`config.mk`:
```
export PLATFORM = sky130hd
export DESIGN_NAME = periph_bus_fabric
export DESIGN_NICKNAME = d
export VERILOG_FILES = /design/src/rtl/periph_bus_fabric.sv
export SDC_FILE = /design/constraint.sdc
export NUM_CORES = 1
export LEC_CHECK = 0
export ABC_AREA = 1
export BUFFER_PORTS_ARGS = -buffer_cell sky130_fd_sc_hd__buf_2
export CAP_MARGIN = 20
export CORE_ASPECT_RATIO = 0.5
export CORE_UTILIZATION = 48
export DETAILED_ROUTE_END_ITERATION = 6
export GPL_ROUTABILITY_DRIVEN = 0
export PLACE_DENSITY = 0.86
export SKIP_LAST_GASP = 1
export SLEW_MARGIN = 20
export SYNTH_ARGS = -nofsm -noshare
export SYNTH_HDL_FRONTEND = slang
export SYNTH_SLANG_ARGS = --single-unit
```
`constraint.sdc`:
```
create_clock -name sys_clk -period 3.22 [get_ports sys_clk]
set_input_delay 0.644 -clock sys_clk [delete_from_list [all_inputs] [get_ports sys_clk]]
set_output_delay 0.644 -clock sys_clk [all_outputs]
set_load 0.01 [all_outputs]
```
`src/rtl/periph_bus_fabric.sv`:
```
// periph_bus_fabric: single-master, two-slave peripheral bus bridge.
// Decodes m_addr[19:16] (0 -> slave 0, 1 -> slave 1, else decode error).
// The IDLE/ACCESS/RESP FSM keeps one transaction in flight. It latches the request,
// holds it until the selected slave answers, and returns the response for one cycle.
// Optional feature: define PERIPH_BUS_TIMEOUT_EN to abort an ACCESS that lasts
// TIMEOUT_CYCLES cycles without a ready. The abort returns ERR_RDATA and pulses bus_err.
module periph_bus_fabric #(
  parameter int          TIMEOUT_CYCLES = 255,
  parameter logic [31:0] ERR_RDATA      = 32'hDEAD_BEEF
) (
  input  logic        sys_clk,
  input  logic        rst_n,
  input  logic        m_valid,
  input  logic [30:0] m_addr,
  input  logic        m_write,
  input  logic [31:0] m_wdata,
  input  logic [3:0]  m_wstrb,
  output logic [31:0] m_rdata,
  output logic        m_ready,
  output logic        s0_valid,
  output logic [30:0] s0_addr,
  output logic        s0_write,
  output logic [31:0] s0_wdata,
  output logic [3:0]  s0_wstrb,
  input  logic [31:0] s0_rdata,
  input  logic        s0_ready,
  output logic        s1_valid,
  output logic [30:0] s1_addr,
  output logic        s1_write,
  output logic [31:0] s1_wdata,
  output logic [3:0]  s1_wstrb,
  input  logic [31:0] s1_rdata,
  input  logic        s1_ready,
  output logic        bus_err
);

  typedef enum logic [1:0] {IDLE, ACCESS, RESP} state_t;

  state_t      state, state_nxt;
  logic        sel_q;
  logic [30:0] lat_addr;
  logic        lat_write;
  logic [31:0] lat_wdata;
  logic [3:0]  lat_wstrb;
  logic [31:0] rdata_q;
  logic        bus_err_q;

  logic        dec_hit;
  logic        dec_sel;
  logic        sel_ready;
  logic        take;
  logic        capture;
  logic        err_set;
  logic        timeout;

  // Parameter range guard, evaluated at elaboration.
  if (TIMEOUT_CYCLES < 2 || TIMEOUT_CYCLES > 65535) begin : g_param_chk
    $error("periph_bus_fabric: TIMEOUT_CYCLES out of range 2..65535");
  end

  // Only nibble values 0 and 1 in bits 19:16 map to a slave.
  assign dec_hit   = (m_addr[19:17] == 3'b000);
  assign dec_sel   = m_addr[16];
  // Ready from the slave that is not selected is never looked at.
  assign sel_ready = sel_q ? s1_ready : s0_ready;

`ifdef PERIPH_BUS_TIMEOUT_EN
  logic [15:0] to_cnt;

  // Count the cycles spent in ACCESS. The count restarts when a new request is latched.
  always_ff @(posedge sys_clk or negedge rst_n) begin
    if (!rst_n) begin
      to_cnt <= '0;
    end else if (take) begin
      to_cnt <= '0;
    end else if (state == ACCESS) begin
      to_cnt <= to_cnt + 16'd1;
    end
  end

  assign timeout = (state == ACCESS) && (to_cnt == 16'(TIMEOUT_CYCLES - 1));
`else
  assign timeout = 1'b0;
`endif

  // Next-state decode. Completion is tested before timeout, so ready wins a tie.
  always_comb begin
    state_nxt = state;
    take      = 1'b0;
    capture   = 1'b0;
    err_set   = 1'b0;
    unique case (state)
      IDLE: begin
        if (m_valid) begin
          if (dec_hit) begin
            state_nxt = ACCESS;
            take      = 1'b1;
          end else begin
            state_nxt = RESP;
            err_set   = 1'b1;
          end
        end
      end
      ACCESS: begin
        if (sel_ready) begin
          state_nxt = RESP;
          capture   = 1'b1;
        end else if (timeout) begin
          state_nxt = RESP;
          err_set   = 1'b1;
        end
      end
      RESP: begin
        state_nxt = IDLE;
      end
      default: begin
        state_nxt = IDLE;
      end
    endcase
  end

  // State register. Reset returns to IDLE from any state and drops any transaction in flight.
  always_ff @(posedge sys_clk or negedge rst_n) begin
    if (!rst_n) begin
      state <= IDLE;
    end else begin
      state <= state_nxt;
    end
  end

  // Request latch, response capture and error pulse. Cleared so every output reads 0 in reset.
  always_ff @(posedge sys_clk or negedge rst_n) begin
    if (!rst_n) begin
      sel_q     <= 1'b0;
      lat_addr  <= '0;
      lat_write <= 1'b0;
      lat_wdata <= '0;
      lat_wstrb <= '0;
      rdata_q   <= '0;
      bus_err_q <= 1'b0;
    end else begin
      bus_err_q <= err_set;
      if (take) begin
        sel_q     <= dec_sel;
        lat_addr  <= m_addr;
        lat_write <= m_write;
        lat_wdata <= m_wdata;
        lat_wstrb <= m_wstrb;
      end
      if (capture) begin
        rdata_q <= sel_q ? s1_rdata : s0_rdata;
      end else if (err_set) begin
        rdata_q <= ERR_RDATA;
      end
    end
  end

  // Both slaves see the same latched request. Only the valid strobe is steered.
  assign s0_valid = (state == ACCESS) && !sel_q;
  assign s1_valid = (state == ACCESS) &&  sel_q;
  assign s0_addr  = lat_addr;
  assign s1_addr  = lat_addr;
  assign s0_write = lat_write;
  assign s1_write = lat_write;
  assign s0_wdata = lat_wdata;
  assign s1_wdata = lat_wdata;
  assign s0_wstrb = lat_wstrb;
  assign s1_wstrb = lat_wstrb;

  assign m_ready  = (state == RESP);
  assign m_rdata  = (state == RESP) ? rdata_q : 32'd0;
  assign bus_err  = bus_err_q;

endmodule

```
Word level (Yosys, flattened, before mapping)
Cells that the tools add are included.
{"block": "word_totals", "register_bits": 104, "latchBits": 0, "mem_bits_rw": 0, "rom_bits": 0, "in_bits": 137, "word_cells": 36, "n_memories": 0}
{"block": "op_classes", "addsub": 0, "n_mul": 0, "n_div": 0, "magnitude_cmp": 0, "n_eq_ne": 4, "shift": 0, "muxes": 17, "n_bitwise": 0, "n_reduce_logical": 7}
{"cell": "32-bit 2-to-1 mux", "count": 4}
{"cell": "1-bit 2-to-1 mux", "count": 9}
{"cell": "2-bit 2-to-1 mux", "count": 3}
{"cell": "2-bit != test, second input constant", "count": 2}
{"cell": "2-bit case mux with 2 select lines", "count": 1}
{"cell": "3-bit zero test", "count": 1}
{"cell": "2-bit by 1-bit == test with 1-bit output, second input constant", "count": 1}
{"cell": "2-bit == test, second input constant", "count": 1}
{"cell": "1-bit logical AND", "count": 2}
{"cell": "2-bit zero test", "count": 1}
{"cell": "2-bit AND reduction", "count": 1}
{"cell": "2-bit nonzero test", "count": 1}
{"cell": "1-bit zero test", "count": 1}

Logic depth before layout (Yosys ltp)
{"block": "logic_depth", "depth_word": 6, "mapped_depth": 9, "depth_no_buf": 7}

Worst setup path after synthesis
OpenSTA, ideal clock, no wires.
{"block": "synth_path", "kind": "flip-flop to output port", "start": "reg state[1]", "end": "out m_rdata[10]", "arrival_time_ns": 1.096, "required_time_ns": 2.576, "setup_slack_ns": 1.480, "stages_incl_launch_ff": 6, "path_cell_list": "dfrtp_1 inv_2 nor2_1 inv_1 clkbuf_1 nor2_1"}
{"block": "synth_via", "elab_chain_len": 2}
{"item": "start: declaration", "line": "39", "text": "state_t state, state_nxt;"}
{"item": "start signal: assignment", "line": "127", "text": "state <= state_nxt;"}
{"item": "2-bit == test"}
{"item": "named net m_ready", "line": "19", "text": "output logic m_ready,"}
{"item": "32-bit 2-to-1 mux", "line": "171", "text": "assign m_rdata = (state == RESP) ? rdata_q : 32'd0;"}
{"item": "end: declaration", "line": "18", "text": "output logic [31:0] m_rdata,"}
The timed path passes the listed nets, and every way through them passes these cells.

Final worst setup path
{"block": "layout_path", "start": "reg state[1]", "end": "out m_rdata[13]"}
{"block": "layout_via", "elab_chain_len": 2}
{"item": "2-bit == test", "line": "171"}
{"item": "32-bit 2-to-1 mux", "line": "171"}
Every way passes these cells.

==> flow_summary.ini <==
[status]
status = completed

[sta]
worst_pin_slew_ps = 975
setup_viol = 0
final_min_period_over_clock_period_pct = 77.9
period_minus_slack_ps = 2510
slew_headroom_pct = 35.0
hold_viol_final = 0
fin_ws_ps = 711
finalSetupTns_ps = 0
fmax_mhz = 398
whs_ps = 381
fin_skew_ps = 4.13
rsz0062_at_grt = no
slew_violations = 0

[route]
drtPass1Iterations = 4
routedWlPerCell_um = 12.3
drt_wl_total_um = 13900
via_per_inst = 4.55
route.detailed.drc = 0
dr.first_iter.drc_count = 392
antenna_left = 0
num_vias = 5148

[die]
rows = 27
die_x_um = 153
dieArea_sq_um = 11900
fp.coreArea_sq_um = 11100
start_util_pct = 49.7
ios = 309
fp.dieH_um = 77.7

[global_routing]
grt_usage_pct = 23.3
grt_pass1_vias = 4719
grt_start_max_net_pins = 60
grt_pass1_wl_um = 22300
gr-total-overflow = 0
antenna_found_initial = 0

[placement]
dp.final_hpwl_um = 10200
port_buffers = 308
preCtsSetupSlack_ps = 1050
placed_area_sq_um = 6580
placed_cells = 1116

[logic_synthesis]
synth.avg_cell_area_sq_um = 7.21
ys_types = 16
syn_area_sq_um = 5510
synth_top_family_by_area = simple AND/OR/NAND/NOR gates
synthCells = 764
synth_xor_area_share_pct = 0
yosys.area_share.simple_pct = 33.9
muxShareOfSynthArea_pct = 0
yosysWarnings = 0
ys_seq_area_share_pct = 46.8
syn_nets = 901
synth-adder-area-share_pct = 0
ys_ff_latch = 103
synth_compound_area_share_pct = 0.0909

[cells_and_area]
final-instance-count-excl-fill = 1132
final_common_cell = buf_2
mostFrequentLayoutCells = buf_2, nand2_1, dfrtp_1, inv_1, nor2_1
fin_area_sq_um = 6880
synthToLayoutAreaGrowth_pct = 24.9
drive_gt1_share_pct = 34.9
nFillCells = 998
nNetsFinal = 1119
antenna_cells = 0

[cts]
clk_latency_ps = 340
cts_tree = built
cts_hold_buf = 0
cts_root_buf = clkbuf_16
post_cts_resized = 0
cts_buffers = 9
post-cts-setup-buffers = 0
clock_path_buffers = 2
cts.clk_slew.worst_paths_ps = 70
cts.sink_count = 103
cts_max_level = 3

[power_and_ir_drop]
p_leak_nw = 4.48
vdd_drop_max_mv = 0.285
power_density_nw_per_um2 = 650

[setup_path]
worstPathCellList = inv_2 > nor2_1 > inv_1 > nor2_1 > buf_2
worstSetupEndpointType = primary output
critical_path_arrival_ps = 1870
crit_required_ps = 2580
worstSetupPathType = reg -> out
crit_path_frequent_cell = nor2_1
cp_max_fo = 32
slowest_delay_ps = 710
startpoint_type = flip-flop
cp_slowest_cell = inv_1

[job]
maxCapViolCount = 0

[hold_path]
hold_path_class = in -> async
## stage by stage
step	util, %	power (mW)
2_1_floorplan	-	2.97
3_3_place_gp	59.4	3.36
3_5_place_dp	59.4	3.41
4_1_cts	62.1	4.51
5_1_grt	62.1	4.76
6_report	62.1	4.47
## cell usage after synthesis
cell / count / area, sq um
nand2_1: 301 / 1130
dfrtp_1: 103 / 2580
inv_1: 88 / 330
nor2_1: 86 / 323
buf_4: 74 / 556
nand3_1: 65 / 325
buf_2: 23 / 115
clkbuf_1: 8 / 30.0
inv_2: 3 / 11.3
nand2_2: 3 / 18.8
nand2_4: 3 / 33.8
nor2_2: 3 / 18.8
buf_1: 1 / 3.75
buf_6: 1 / 11.3
nor3_4: 1 / 16.3
o21ai_0: 1 / 5.00
## registers in the layout, indices dropped and copies added (netlist names)
signal    cells
bus_err       1
rdata_q      32
s0_addr      31
s0_wdata     32
s0_write      1
s0_wstrb      4
state         2
## where the power goes
group / total, mW / switching, mW / internal (mW) / leakage [nW]
Combinational: 1.54 / 0.918 / 0.619 / 3.07
Clock: 1.09 / 0.479 / 0.607 / 0.135
Sequential: 1.84 / 0.242 / 1.60 / 1.28
## worst paths after layout
check | from | end | slack (ps) | cells after the start
worst max register to register | s0_addr[16] | rdata_q[23] | 1210 | 7
worst min register to register | s0_addr[2] | s0_addr[2] | 500 | 2
worst min-delay path | rst_n | rdata_q[29] | 380 | 1
worst max-delay path | state[1] | m_rdata[13] | 710 | 5
max in group asynchronous | rst_n | s0_addr[11] | 2120 | 2
min in group sys_clk | m_addr[4] | s0_addr[4] | 490 | 3
## per-layer routing
layer	global-route usage, %	wire length [um]	up-vias
li1	-	-	2616
met1	28.3	5840	2341
met2	42.0	7200	170
met3	4.69	700	21
met4	7.20	189	0
met5	0	0	-
## cell families (layout without fill, tap and decap cells)
logic type	after synthesis	in the layout
simple gates	462	462
buf+inv	198	421
flops	103	103
compound gates	1	1
## layout make-up
| cell class | count | area (sq um) | share of cell area (%) |
|---|---|---|---|
| Sequential cell | 103 | 2580 | 37.5 |
| Clock inverter | 6 | 70.1 | 1.02 |
| Inverter | 91 | 342 | 4.97 |
| Multi-Input combinational cell | 463 | 1880 | 27.3 |
| Tap cell | 145 | 181 | 2.64 |
| Clock buffer | 10 | 229 | 3.33 |
| Timing Repair Buffer | 314 | 1600 | 23.3 |
## critical path, delay by kind of cell, from the launching register on
| kind | cells | cell delay [ps] |
|---|---|---|
| buffers and inverters | 3 | 960 |
| DFF | 1 | 400 |
| and+or+nand+nor | 2 | 160 |
(Power assumes the default switching activity.)
